$ cat config.mk
export PLATFORM = sky130hd
export DESIGN_NAME = mips_pc_sequencer
export DESIGN_NICKNAME = d
export VERILOG_FILES = /design/src/rtl/mips_pc_sequencer.sv
export SDC_FILE = /design/constraint.sdc
export NUM_CORES = 1
export LEC_CHECK = 0
export ABC_AREA = 1
export BUFFER_PORTS_ARGS = -buffer_cell sky130_fd_sc_hd__buf_2
export CAP_MARGIN = 20
export CORE_ASPECT_RATIO = 1.2
export CORE_MARGIN = 5
export CORE_UTILIZATION = 40
export CTS_CLUSTER_SIZE = 40
export DETAILED_ROUTE_END_ITERATION = 12
export GPL_TIMING_DRIVEN = 1
export PLACE_DENSITY_LB_ADDON = 0.08
export SETUP_SLACK_MARGIN = 0.02
export SLEW_MARGIN = 40
export SYNTH_ARGS = -nofsm -noshare
export SYNTH_HDL_FRONTEND = slang
export SYNTH_SLANG_ARGS = --single-unit
$ cat constraint.sdc
create_clock -name ClockPulse -period 2.1 [get_ports ClockPulse]
set_clock_uncertainty 0.05 [all_clocks]
set_input_delay 0.21 -clock ClockPulse [delete_from_list [all_inputs] [get_ports ClockPulse]]
set_output_delay 0.21 -clock ClockPulse [all_outputs]
set_load 0.1 [all_outputs]
$ cat src/rtl/mips_pc_sequencer.sv
// Next-PC controller for the MIPS fetch stage: sequential, branch, jump, trap vector or hold,
// with post-redirect flush bubbles, fetch handshake and trap entry bookkeeping.
module mips_pc_sequencer #(
  parameter logic [31:0] RESET_VECTOR     = 32'h0000_0000,
  parameter logic [31:0] EXCEPTION_VECTOR = 32'h8000_0180,
  parameter int unsigned FLUSH_CYCLES     = 1
) (
  input  logic        ClockPulse,
  input  logic        ResetN,
  input  logic [31:0] CurrentInstructionAddress,
  input  logic        StallReq,
  input  logic        ImemReady,
  input  logic        BranchTaken,
  input  logic [31:0] BranchTarget,
  input  logic        JumpReq,
  input  logic [31:0] JumpTarget,
  input  logic        ExceptionReq,
  output logic [31:0] NextInstructionAddress,
  output logic        FetchValid,
  output logic        FlushIF,
  output logic [31:0] Epc,
  output logic [1:0]  ExcCause,
  output logic [1:0]  State
);

  localparam int unsigned CNT_W = 3;

  localparam logic [1:0] CAUSE_MISALIGNED = 2'b01;
  localparam logic [1:0] CAUSE_EXTERNAL   = 2'b10;

  typedef enum logic [1:0] {
    BOOT  = 2'b00,
    RUN   = 2'b01,
    FLUSH = 2'b10,
    TRAP  = 2'b11
  } state_t;

  state_t           state, state_nxt;
  logic [CNT_W-1:0] cnt, cnt_nxt;
  logic             trap_en;
  logic [1:0]       cause_nxt;
  logic             misaligned;

  // A taken redirect whose target is not word aligned traps instead of redirecting.
  assign misaligned = (JumpReq && (JumpTarget[1:0] != 2'b00)) ||
                      (BranchTaken && (BranchTarget[1:0] != 2'b00));

  assign State = state;

  always_ff @(posedge ClockPulse) begin
    if (!ResetN) begin
      state    <= BOOT;
      cnt      <= '0;
      Epc      <= '0;
      ExcCause <= 2'b00;
    end else begin
      state <= state_nxt;
      cnt   <= cnt_nxt;
      if (trap_en) begin
        Epc      <= CurrentInstructionAddress;
        ExcCause <= cause_nxt;
      end
    end
  end

  always_comb begin
    state_nxt              = state;
    cnt_nxt                = cnt;
    NextInstructionAddress = CurrentInstructionAddress;
    FetchValid             = 1'b0;
    FlushIF                = 1'b0;
    trap_en                = 1'b0;
    cause_nxt              = 2'b00;

    unique case (state)
      BOOT: begin
        NextInstructionAddress = RESET_VECTOR;
        state_nxt              = RUN;
      end
      RUN: begin
        FetchValid = !StallReq;
        if (ExceptionReq || misaligned) begin
          NextInstructionAddress = EXCEPTION_VECTOR;
          FlushIF                = 1'b1;
          trap_en                = 1'b1;
          cause_nxt              = ExceptionReq ? CAUSE_EXTERNAL : CAUSE_MISALIGNED;
          state_nxt              = TRAP;
        end else if (JumpReq || BranchTaken) begin
          NextInstructionAddress = JumpReq ? JumpTarget : BranchTarget;
          FlushIF                = 1'b1;
          if (FLUSH_CYCLES != 0) begin
            state_nxt = FLUSH;
            cnt_nxt   = CNT_W'(FLUSH_CYCLES);
          end
        end else if (StallReq || !ImemReady) begin
          NextInstructionAddress = CurrentInstructionAddress;
        end else begin
          NextInstructionAddress = CurrentInstructionAddress + 32'd4;
        end
      end
      FLUSH: begin
        FlushIF = 1'b1;
        if (ExceptionReq) begin
          NextInstructionAddress = EXCEPTION_VECTOR;
          trap_en                = 1'b1;
          cause_nxt              = CAUSE_EXTERNAL;
          cnt_nxt                = '0;
          state_nxt              = TRAP;
        end else if (cnt <= CNT_W'(1)) begin
          cnt_nxt   = '0;
          state_nxt = RUN;
        end else begin
          cnt_nxt = cnt - CNT_W'(1);
        end
      end
      TRAP: begin
        FlushIF   = 1'b1;
        state_nxt = RUN;
      end
      default: state_nxt = BOOT;
    endcase

    // Reset overrides everything combinationally so the PC register loads the reset vector.
    if (!ResetN) begin
      NextInstructionAddress = RESET_VECTOR;
      FetchValid             = 1'b0;
      FlushIF                = 1'b1;
      trap_en                = 1'b0;
    end
  end

endmodule
==> results of run 1 <==
sequential cells by signal (all words and copies together), names as in the netlist:
signal / flops
State: 2
ExcCause: 2
Epc: 32
cnt: 3
worst min-delay path by stage:
stage,startpoint,to,slack (ns),cells past startpoint
after floorplan,CurrentInstructionAddress[0],Epc[0]$_SDFFE_PN0P_,0.27,2
after global placement,CurrentInstructionAddress[1],Epc[1]$_SDFFE_PN0P_,0.38,3
after detailed placement,CurrentInstructionAddress[1],Epc[1]$_SDFFE_PN0P_,0.39,3
after CTS,CurrentInstructionAddress[1],Epc[1]$_SDFFE_PN0P_,0.07,3
after global routing,CurrentInstructionAddress[1],Epc[1]$_SDFFE_PN0P_,0.11,3
final,CurrentInstructionAddress[1],Epc[1]$_SDFFE_PN0P_,0.08,3
power breakdown:
| group | leakage, nW | switching, mW | internal, mW |
|---|---|---|---|
| sequential | 0.319 | 0.0307 | 0.794 |
| combinational | 2.26 | 1.23 | 0.508 |
| clock | 0.0455 | 0.279 | 0.233 |
kinds of logic after synthesis:
logic type | Yosys count
adders and majority gates | 7
and+or+nand+nor | 292
AOI/OAI and AO/OA | 186
buffers and inverters | 100
DFF | 39
metrics by stage:
stage	setup TNS (ns)	cells
final	-1.107	929
after global routing	-3.278	929
after CTS	-1.821	926
after detailed placement	0	910
after global placement	0	910
after floorplan	-2.867	624
layer usage:
metal	global-route usage, %	up-vias	share of wire [%]
met1	30.79	2368	35
met5	0	-	0
met2	53.08	211	52
li1	-	2500	-
met3	4.881	62	6.4
met4	18.15	0	6.9
cells in the final DEF (no fill, tap or decap), types with 2 or more instances in the layout:
master and count:
a21oi_1 24, dfxtp_1 37, nor2_1 49, nand3_4 2, ha_4 2, buf_2 138, clkbuf_8 5, o22ai_1 23
a31oi_4 3, a21oi_2 7, o21ai_2 11, nand2_4 2, nor3_4 2, nor3_1 5, nand2_1 91, nor2_4 28
buf_6 5, nand2_2 7, inv_8 2, a21oi_4 13, dfxtp_4 2, nand4_1 11, inv_2 2, inv_1 61
nand3_1 68, buf_4 24, inv_4 3, o21ai_1 27, o21ai_0 67, nor3_2 4, nor3b_4 2, ha_1 4
a22o_1 3, buf_12 41, nor2_2 17
tightest hold or removal path, cell delays in order:
cell and delay (ns):
buf_2 0.09, nand2_1 0.05, nand2_1 0.06
layout make-up:
type | instances | area [um2] | share of cell area [%]
clock inverter | 2 | 11.26 | 0.1842
timing repair buffer | 208 | 1748 | 28.60
clock buffer | 6 | 72.57 | 1.187
multi-input combinational | 486 | 3062 | 50.09
tap | 120 | 150.1 | 2.457
inverter | 68 | 280.3 | 4.585
sequential | 39 | 788.3 | 12.90
timing repair:
item / 4_1_cts / 5_1_grt
endpoints found under the setup margin: 32 / 33
pin swaps: 14 / 12
gates cloned: 2 / 0
resized for setup: 50 / 55
buffers inserted: 6 / 3
==> impl_metrics.csv, run 1 <==
group,metric,value,unit
synth,synth_edf_count,0,
place,dp_hpwl,12780,um
setup_path,max_stage_delay,0.36,ns
setup_path,critPathMaxFanout,7,
flow_run,cap_violations,0,
routing,post-route-drc-count,0,
setup_path,path_cells,"inv_4, ha_4, nand4_4, buf_6, inv_8, nand2_4, a221oi_4, buf_12",
power_and_ir_drop,power_density,503.0,mW/mm2
final_layout,fin_area,0.006112,mm2
timing,slew_violations,0,
setup_path,reg2reg_slack,0.22,ns
synth,synthCells,624,
timing,report.final.hold_viol_count,0,
clocking,clockBufferDepth,2,
routing,ant_nets,0,
final_layout,fin_util,68.38,%
routing,first_iter_violations,205,
outcome,violations,"setup timing",
routing,vias,5141,
die,row_count,38,
clocking,clk_latency,0.31,ns
timing,setup_violations,26,
synth,yosysMostFrequentCell,"o21ai_0",
routing,wl_per_cell,17.18,um
place,place_congestion,0.9319,
synth,ys_ff_latch,39,
die,coreArea,0.008939,mm2
synth,synth_top_family_by_area,"simple AND/OR/NAND/NOR gates",
power_and_ir_drop,finalPower,3.074,mW
place,io_buffers,172,
final_layout,area_growth,69.91,%
clocking,postCtsHoldBufs,0,
grt,grt_start_max_net_pins,60,
grt,track_usage,29.36,%
final_layout,antennaDiodeCount,0,
routing,dr.pass1.iters,5,
timing,rsz0062_at_grt,"true",
synth,ys_warn_count,0,
synth,synth_compound_area_share,27.90,%
setup_path,cp_slowest_cell,"dfxtp_4",
setup_path,worstSetupEndpointType,"output port",
synth,synth_top_area_share,21.70,%
final_layout,drive_gt1_share,41.16,%
setup_path,regToRegEndpoint,"Epc[29]$_SDFFE_PN0P_",
synth,netlist_top_cells_area,"dfxtp_1 22%, o21ai_0 14%, nand2_1 10%",
synth,yosysTopAreaCell,"dfxtp_1",
final_layout,nFillCells,804,
synth,avgSynthCellArea,5.765,um2
setup_path,path_buf_inv,4,
setup_path,critPathTopFamily,"buffers and inverters",
timing,tightestPinTransition,0.4968,ns
synth,yosysSeqAreaShare,21.70,%
routing,viasPerCell,5.534,
timing,fin_ws,-0.1097,ns
timing,relSlewSlack,67.11,%
place,dpl-instance-area,0.005649,mm2
setup_path,worstSetupPathType,"flip-flop to output port",
die,die_area,0.01100,mm2
synth,synth_area,0.003597,mm2
die,initial_core_util,40.24,%
setup_path,r2r-start,"State[1]$_SDFFE_PN0P_",
power_and_ir_drop,worst_ir_drop_vdd,0.0004874,V
clocking,cts_tree,"yes",
synth,synth-main-ff-cell,"dfxtp_1",
clocking,root_buffer,"clkbuf_8",
synth,synth.distinct_cells,34,
synth,syn_nets,734,
die,die_height,113.9,um
timing,holdWs,0.07562,ns
setup_path,r2r_cells,9,
timing,period_share,105.2,%
setup_path,cp.depth,8,
routing,drt-total-wl,15960,um
clocking,cts_sinks,39,
setup_path,cp-endpoint,"NextInstructionAddress[3]",
clocking,htree_levels,2,
place,place_ws,0.05349,ns
die,die_w,96.57,um
synth,synth-simple-area-share,37.01,%
synth,yosys.area_share.adder,2.435,%
timing,finalCriticalPeriod,2.210,ns
setup_path,crit_path_start_kind,"flip-flop",
clocking,clkTransAtPathRegs,0.08,ns
grt,grt_pass1_wl,25100,um
synth,synth_async_sr_flop_share,0,%
synth,synthXorXnorAreaFrac,0,%
outcome,status,"complete, but fails checks",
grt,antenna_found_initial,0,
power_and_ir_drop,p_leak,2.624,nW
synth,yosys-top-cells-count,"98 x o21ai_0, 96 x nand2_1, 83 x nor2_1",
die,ios,173,
min_path,min_path_type,"primary input to flip-flop",
setup_path,worst_ep_arrival_time,1.95,ns
clocking,numCtsBuffers,5,
setup_path,critPathRequiredTime,1.84,ns
grt,grt_pass1_vias,5222,
final_layout,nets,918,
timing,fmax,452.6,MHz
grt,grt_remaining_overflow,0,
setup_path,cp-startpoint,"State[1]$_SDFFE_PN0P_",
synth,synthMuxAreaShare,0,%
No activity file was read; power rests on OpenSTA's default activity.
==> inputs of run 2 (changes only) <==
Settings changed: BUFFER_PORTS_ARGS -buffer_cell sky130_fd_sc_hd__buf_2 to -buffer_cell sky130_fd_sc_hd__buf_4.
==> impl_metrics.csv, run 2 (synthesis gave the netlist of run 1 again) <==
group,metric,value,unit
outcome,status,"complete, but fails checks",
outcome,violations,"setup timing",
routing,vias,5249,
clocking,htree_levels,2,
setup_path,critPathMaxFanout,10,
setup_path,worstSetupEndpointType,"output port",
clocking,cts_sinks,39,
place,place_congestion,0.9518,
final_layout,nFillCells,713,
grt,grt_pass1_vias,5200,
setup_path,max_stage_delay,0.39,ns
setup_path,worst_ep_arrival_time,1.92,ns
timing,report.final.hold_viol_count,0,
flow_run,cap_violations,0,
clocking,root_buffer,"clkbuf_8",
timing,setup_violations,22,
place,place_ws,0.01665,ns
die,die_area,0.01100,mm2
power_and_ir_drop,worst_ir_drop_vdd,0.0004914,V
timing,fmax,458.9,MHz
timing,slew_violations,0,
timing,finalCriticalPeriod,2.179,ns
setup_path,crit_path_start_kind,"flip-flop",
timing,fin_ws,-0.07925,ns
setup_path,reg2reg_slack,0.11,ns
routing,viasPerCell,5.644,
grt,grt_start_max_net_pins,60,
final_layout,top_regs,"Epc (32), cnt (3)",
setup_path,critPathRequiredTime,1.84,ns
setup_path,r2r_cells,10,
routing,drt-total-wl,17250,um
final_layout,final_common_cell,"buf_4",
timing,rsz0062_at_grt,"true",
setup_path,regToRegEndpoint,"Epc[18]$_SDFFE_PN0P_",
final_layout,nets,919,
power_and_ir_drop,p_leak,2.750,nW
routing,post-route-drc-count,0,
timing,tightestPinTransition,0.5248,ns
setup_path,r2r-start,"State[0]$_SDFFE_PN0P_",
grt,antenna_found_initial,0,
final_layout,area_growth,82.92,%
min_path,hold_depth,3,
clocking,clkTransAtPathRegs,0.08,ns
timing,relSlewSlack,64.97,%
die,ios,173,
setup_path,path_cells,"inv_4, ha_4, inv_4, nor2_4, buf_12, inv_12, nand2_8, a21oi_4, nor3b_4, buf_12",
grt,track_usage,30.11,%
setup_path,worstSetupPathType,"flip-flop to output port",
setup_path,cp_slowest_cell,"dfxtp_4",
die,die_w,96.57,um
power_and_ir_drop,power_density,506.7,mW/mm2
die,row_count,38,
grt,grt_remaining_overflow,0,
place,dp_hpwl,12740,um
min_path,min_path_type,"primary input to flip-flop",
power_and_ir_drop,finalPower,3.334,mW
routing,ant_nets,0,
min_path,hold_end,"Epc[0]$_SDFFE_PN0P_",
clocking,clockBufferDepth,2,
final_layout,antennaDiodeCount,0,
grt,grt_pass1_wl,25560,um
final_layout,largest_reg_flops,32,
min_path,hp-start,"CurrentInstructionAddress[0]",
clocking,postCtsHoldBufs,0,
place,dpl.cell_count,909,
clocking,numCtsBuffers,5,
timing,period_share,103.8,%
routing,first_iter_violations,331,
final_layout,final_cell_mix,"164 x buf_4, 90 x nand2_1, 72 x o21ai_0, 68 x nand3_1, 59 x inv_1",
clocking,cts_tree,"yes",
die,coreArea,0.008939,mm2
place,io_buffers,172,
die,die_height,113.9,um
routing,dr.pass1.iters,5,
final_layout,regMostFlops,"Epc",
final_layout,drive_gt1_share,43.58,%
die,initial_core_util,40.24,%
clocking,clk_latency,0.30,ns
final_layout,fin_cells,930,
routing,wl_per_cell,18.55,um
[run 2: worst max-delay path, delay by kind of cell, from the launching register on]
kind                     cells  cell delay (ns)
AND/OR/NAND/NOR              3             0.47
buffers and inverters        5             0.54
adder cells (fa/ha/maj)      1             0.14
flip-flops                   1             0.39
AO/OA/AOI/OAI                1             0.05
[run 2: routing by layer]
layer	routed length [um]	part of all wire, %	global-route usage, %	vias up
met5	0	0	0	-
met4	986	5.7	18.99	0
met3	1154	6.7	5.343	61
met2	8956	52	53.64	234
met1	6153	36	31.93	2454
li1	-	-	-	2500
[run 2: timing repair]
item,in CTS,in global routing
pin swaps,14,10
setup buffers,4,4
cloned,4,1
resized for setup,151,69
setup endpoints to repair,32,34
hold endpoints to repair,0,0
[run 2: layout make-up]
class                           instances  area [um2]  area share (%)
Timing Repair inverter                  1       8.758          0.1331
Sequential cell                        39       788.3           11.98
Clock inverter                          3       43.79          0.6655
Inverter                               68       287.8           4.373
Timing Repair Buffer                  208        2076           31.55
Clock buffer                            5       68.82           1.046
Multi-Input combinational cell        486        3157           47.97
Tap cell                              120       150.1           2.282
[run 2: worst max-delay path by stage]
stage	cells after the start	from	end	slack [ns]
finish	10	State[0]$_SDFFE_PN0P_	NextInstructionAddress[0]	-0.08
global route	10	State[0]$_SDFFE_PN0P_	NextInstructionAddress[0]	-0.15
CTS	8	State[1]$_SDFFE_PN0P_	NextInstructionAddress[27]	-0.08
detailed placement	11	CurrentInstructionAddress[3]	NextInstructionAddress[24]	0.02
global placement	11	StallReq	NextInstructionAddress[27]	0.03
floorplan	8	State[1]$_SDFFE_PN0P_	NextInstructionAddress[0]	-0.32
[run 2: through the flow]
| step | hold WS (ns) | utilization (%) | area [um2] | setup TNS [ns] |
|---|---|---|---|---|
| after floorplan | 0.2707 | - | 4029 | -2.867 |
| after global placement | 0.3749 | 61.94 | 5537 | 0 |
| after detailed placement | 0.3800 | 61.94 | 5537 | 0 |
| after CTS | 0.06164 | 70.58 | 6309 | -0.7594 |
| after global routing | 0.1020 | 73.61 | 6580 | -2.556 |
| final | 0.06752 | 73.61 | 6580 | -0.8446 |
[run 2: report_power, final]
group	internal (mW)	switching [mW]	leakage (nW)
Clock	0.354	0.300	0.0581
Sequential	0.794	0.0375	0.319
Combinational	0.590	1.26	2.37
Total	1.74	1.60	2.75
==> inputs of run 3 (changes only) <==
==> constraint.sdc (replaced) <==
create_clock -name ClockPulse -period 2.1 [get_ports ClockPulse]
set_clock_uncertainty 0.05 [all_clocks]
set_input_delay 0.105 -clock ClockPulse [delete_from_list [all_inputs] [get_ports ClockPulse]]
set_output_delay 0.105 -clock ClockPulse [all_outputs]
set_load 0.1 [all_outputs]
==> impl_metrics.csv, run 3 (synthesis gave the netlist of run 1 again) <==
group,metric,value,unit
final_layout,area_growth,76.56,%
clocking,clockBufferDepth,2,
die,die_w,96.57,um
timing,tightestPinTransition,0.7590,ns
setup_path,r2r_cells,10,
place,dp_hpwl,12640,um
grt,grt_remaining_overflow,0,
routing,dr.pass1.iters,5,
timing,setup_violations,0,
grt,track_usage,28.50,%
clocking,clk_latency,0.31,ns
final_layout,fin_util,71.05,%
timing,slew_violations,0,
final_layout,largest_reg_flops,32,
grt,antenna_found_initial,0,
die,die_area,0.01100,mm2
routing,drt-total-wl,16280,um
setup_path,regToRegEndpoint,"Epc[0]$_SDFFE_PN0P_",
setup_path,reg2reg_slack,0.16,ns
min_path,min_path_type,"primary input to flip-flop",
timing,rsz0062_at_grt,"true",
final_layout,final_common_cell,"buf_4",
clocking,cts_sinks,39,
timing,relSlewSlack,49.34,%
die,initial_core_util,40.24,%
setup_path,worst_ep_arrival_time,1.92,ns
final_layout,top_regs,"Epc (32), cnt (3)",
routing,viasPerCell,5.496,
setup_path,critPathMaxFanout,6,
place,io_buffers,172,
die,row_count,38,
flow_run,cap_violations,0,
grt,grt_start_max_net_pins,61,
setup_path,critPathRequiredTime,1.95,ns
routing,wl_per_cell,17.69,um
final_layout,drive_gt1_share,41.00,%
place,dpl.cell_count,903,
min_path,hp-start,"CurrentInstructionAddress[5]",
die,ios,173,
place,place_congestion,0.9668,
clocking,root_buffer,"clkbuf_8",
timing,fmax,480.8,MHz
min_path,hold_depth,3,
min_path,hold_end,"Epc[5]$_SDFFE_PN0P_",
timing,report.final.hold_viol_count,0,
clocking,clkTransAtPathRegs,0.09,ns
timing,finalCriticalPeriod,2.080,ns
die,die_height,113.9,um
final_layout,nets,909,
power_and_ir_drop,worst_ir_drop_vdd,0.0005316,V
clocking,cts_tree,"yes",
setup_path,r2r-start,"State[0]$_SDFFE_PN0P_",
routing,first_iter_violations,283,
final_layout,final_cell_mix,"155 x buf_4, 92 x nand2_1, 82 x o21ai_0, 68 x nand3_1, 60 x inv_1",
final_layout,fin_area,0.006351,mm2
timing,holdWs,0.03663,ns
grt,grt_pass1_vias,5026,
outcome,status,"finished clean",
clocking,htree_levels,2,
final_layout,regMostFlops,"Epc",
final_layout,fin_cells,920,
setup_path,crit_path_start_kind,"flip-flop",
grt,grt_pass1_wl,24300,um
routing,post-route-drc-count,0,
final_layout,antennaDiodeCount,0,
power_and_ir_drop,p_leak,2.648,nW
place,dpl-instance-area,0.005466,mm2
routing,vias,5056,
clocking,numCtsBuffers,5,
die,coreArea,0.008939,mm2
power_and_ir_drop,power_density,508.1,mW/mm2
timing,period_share,99.04,%
routing,ant_nets,0,
setup_path,worstSetupPathType,"flip-flop to output port",
setup_path,worstSetupEndpointType,"output port",
## run 3: critical path, cell delays in order, from the launching register on
cell     delay, ns
dfxtp_4       0.39
inv_4         0.07
ha_4          0.16
nand4_4       0.18
buf_6         0.23
nor2_4        0.08
nand2_2       0.07
a31oi_4       0.23
buf_12        0.20
## run 3: what timing repair did
item	4_1_cts	5_1_grt
setup endpoints to repair	32	32
gates resized for setup	81	102
hold buffers	2	0
cloned	1	2
setup buffers	2	2
pin swaps	6	18
endpoints found under the hold margin	2	0
## run 3: how the worst max path moves through the flow
| stage | start | to | slack, ns |
|---|---|---|---|
| floorplan | State[1]$_SDFFE_PN0P_ | NextInstructionAddress[0] | -0.25 |
| global placement | BranchTaken | NextInstructionAddress[5] | 0.13 |
| detailed placement | State[1]$_SDFFE_PN0P_ | NextInstructionAddress[26] | 0.12 |
| CTS | State[1]$_SDFFE_PN0P_ | NextInstructionAddress[3] | 0.004 |
| global route | State[1]$_SDFFE_PN0P_ | NextInstructionAddress[5] | -0.04 |
| finish | State[1]$_SDFFE_PN0P_ | NextInstructionAddress[15] | 0.02 |
## run 3: metal layers
| metal | up-vias | share of wire, % | GRT usage (%) |
|---|---|---|---|
| met2 | 221 | 53 | 52.03 |
| met4 | 0 | 5.6 | 16.18 |
| met3 | 49 | 6.1 | 3.430 |
| met5 | - | 0 | 0 |
| met1 | 2311 | 35 | 30.88 |
| li1 | 2475 | - | - |
## run 3: area by class of cell
type	instances	area, um2
clock buffer	7	107.6
clock inverter	1	5.005
fill	799	2587
inverter	68	267.8
multi-input combinational	486	3083
sequential	39	788.3
tap	120	150.1
timing repair buffer	199	1949
## run 3: metrics by stage
step	setup TNS, ns	total power, mW	worst slack [ns]
4_1_cts	0	3.133	0.003531
3_3_place_gp	0	2.410	0.1328
2_1_floorplan	-2.704	1.953	-0.2524
3_5_place_dp	0	2.423	0.1239
5_1_grt	-0.2089	3.363	-0.04094
6_report	0	3.227	0.02020
## run 3: report_power, final
| part | switching (mW) | leakage [nW] | internal [mW] | total [mW] |
|---|---|---|---|---|
| sequential | 0.0371 | 0.319 | 0.794 | 0.831 |
| combinational | 1.22 | 2.27 | 0.551 | 1.77 |
| clock | 0.286 | 0.0594 | 0.337 | 0.623 |
| total | 1.54 | 2.65 | 1.68 | 3.23 |
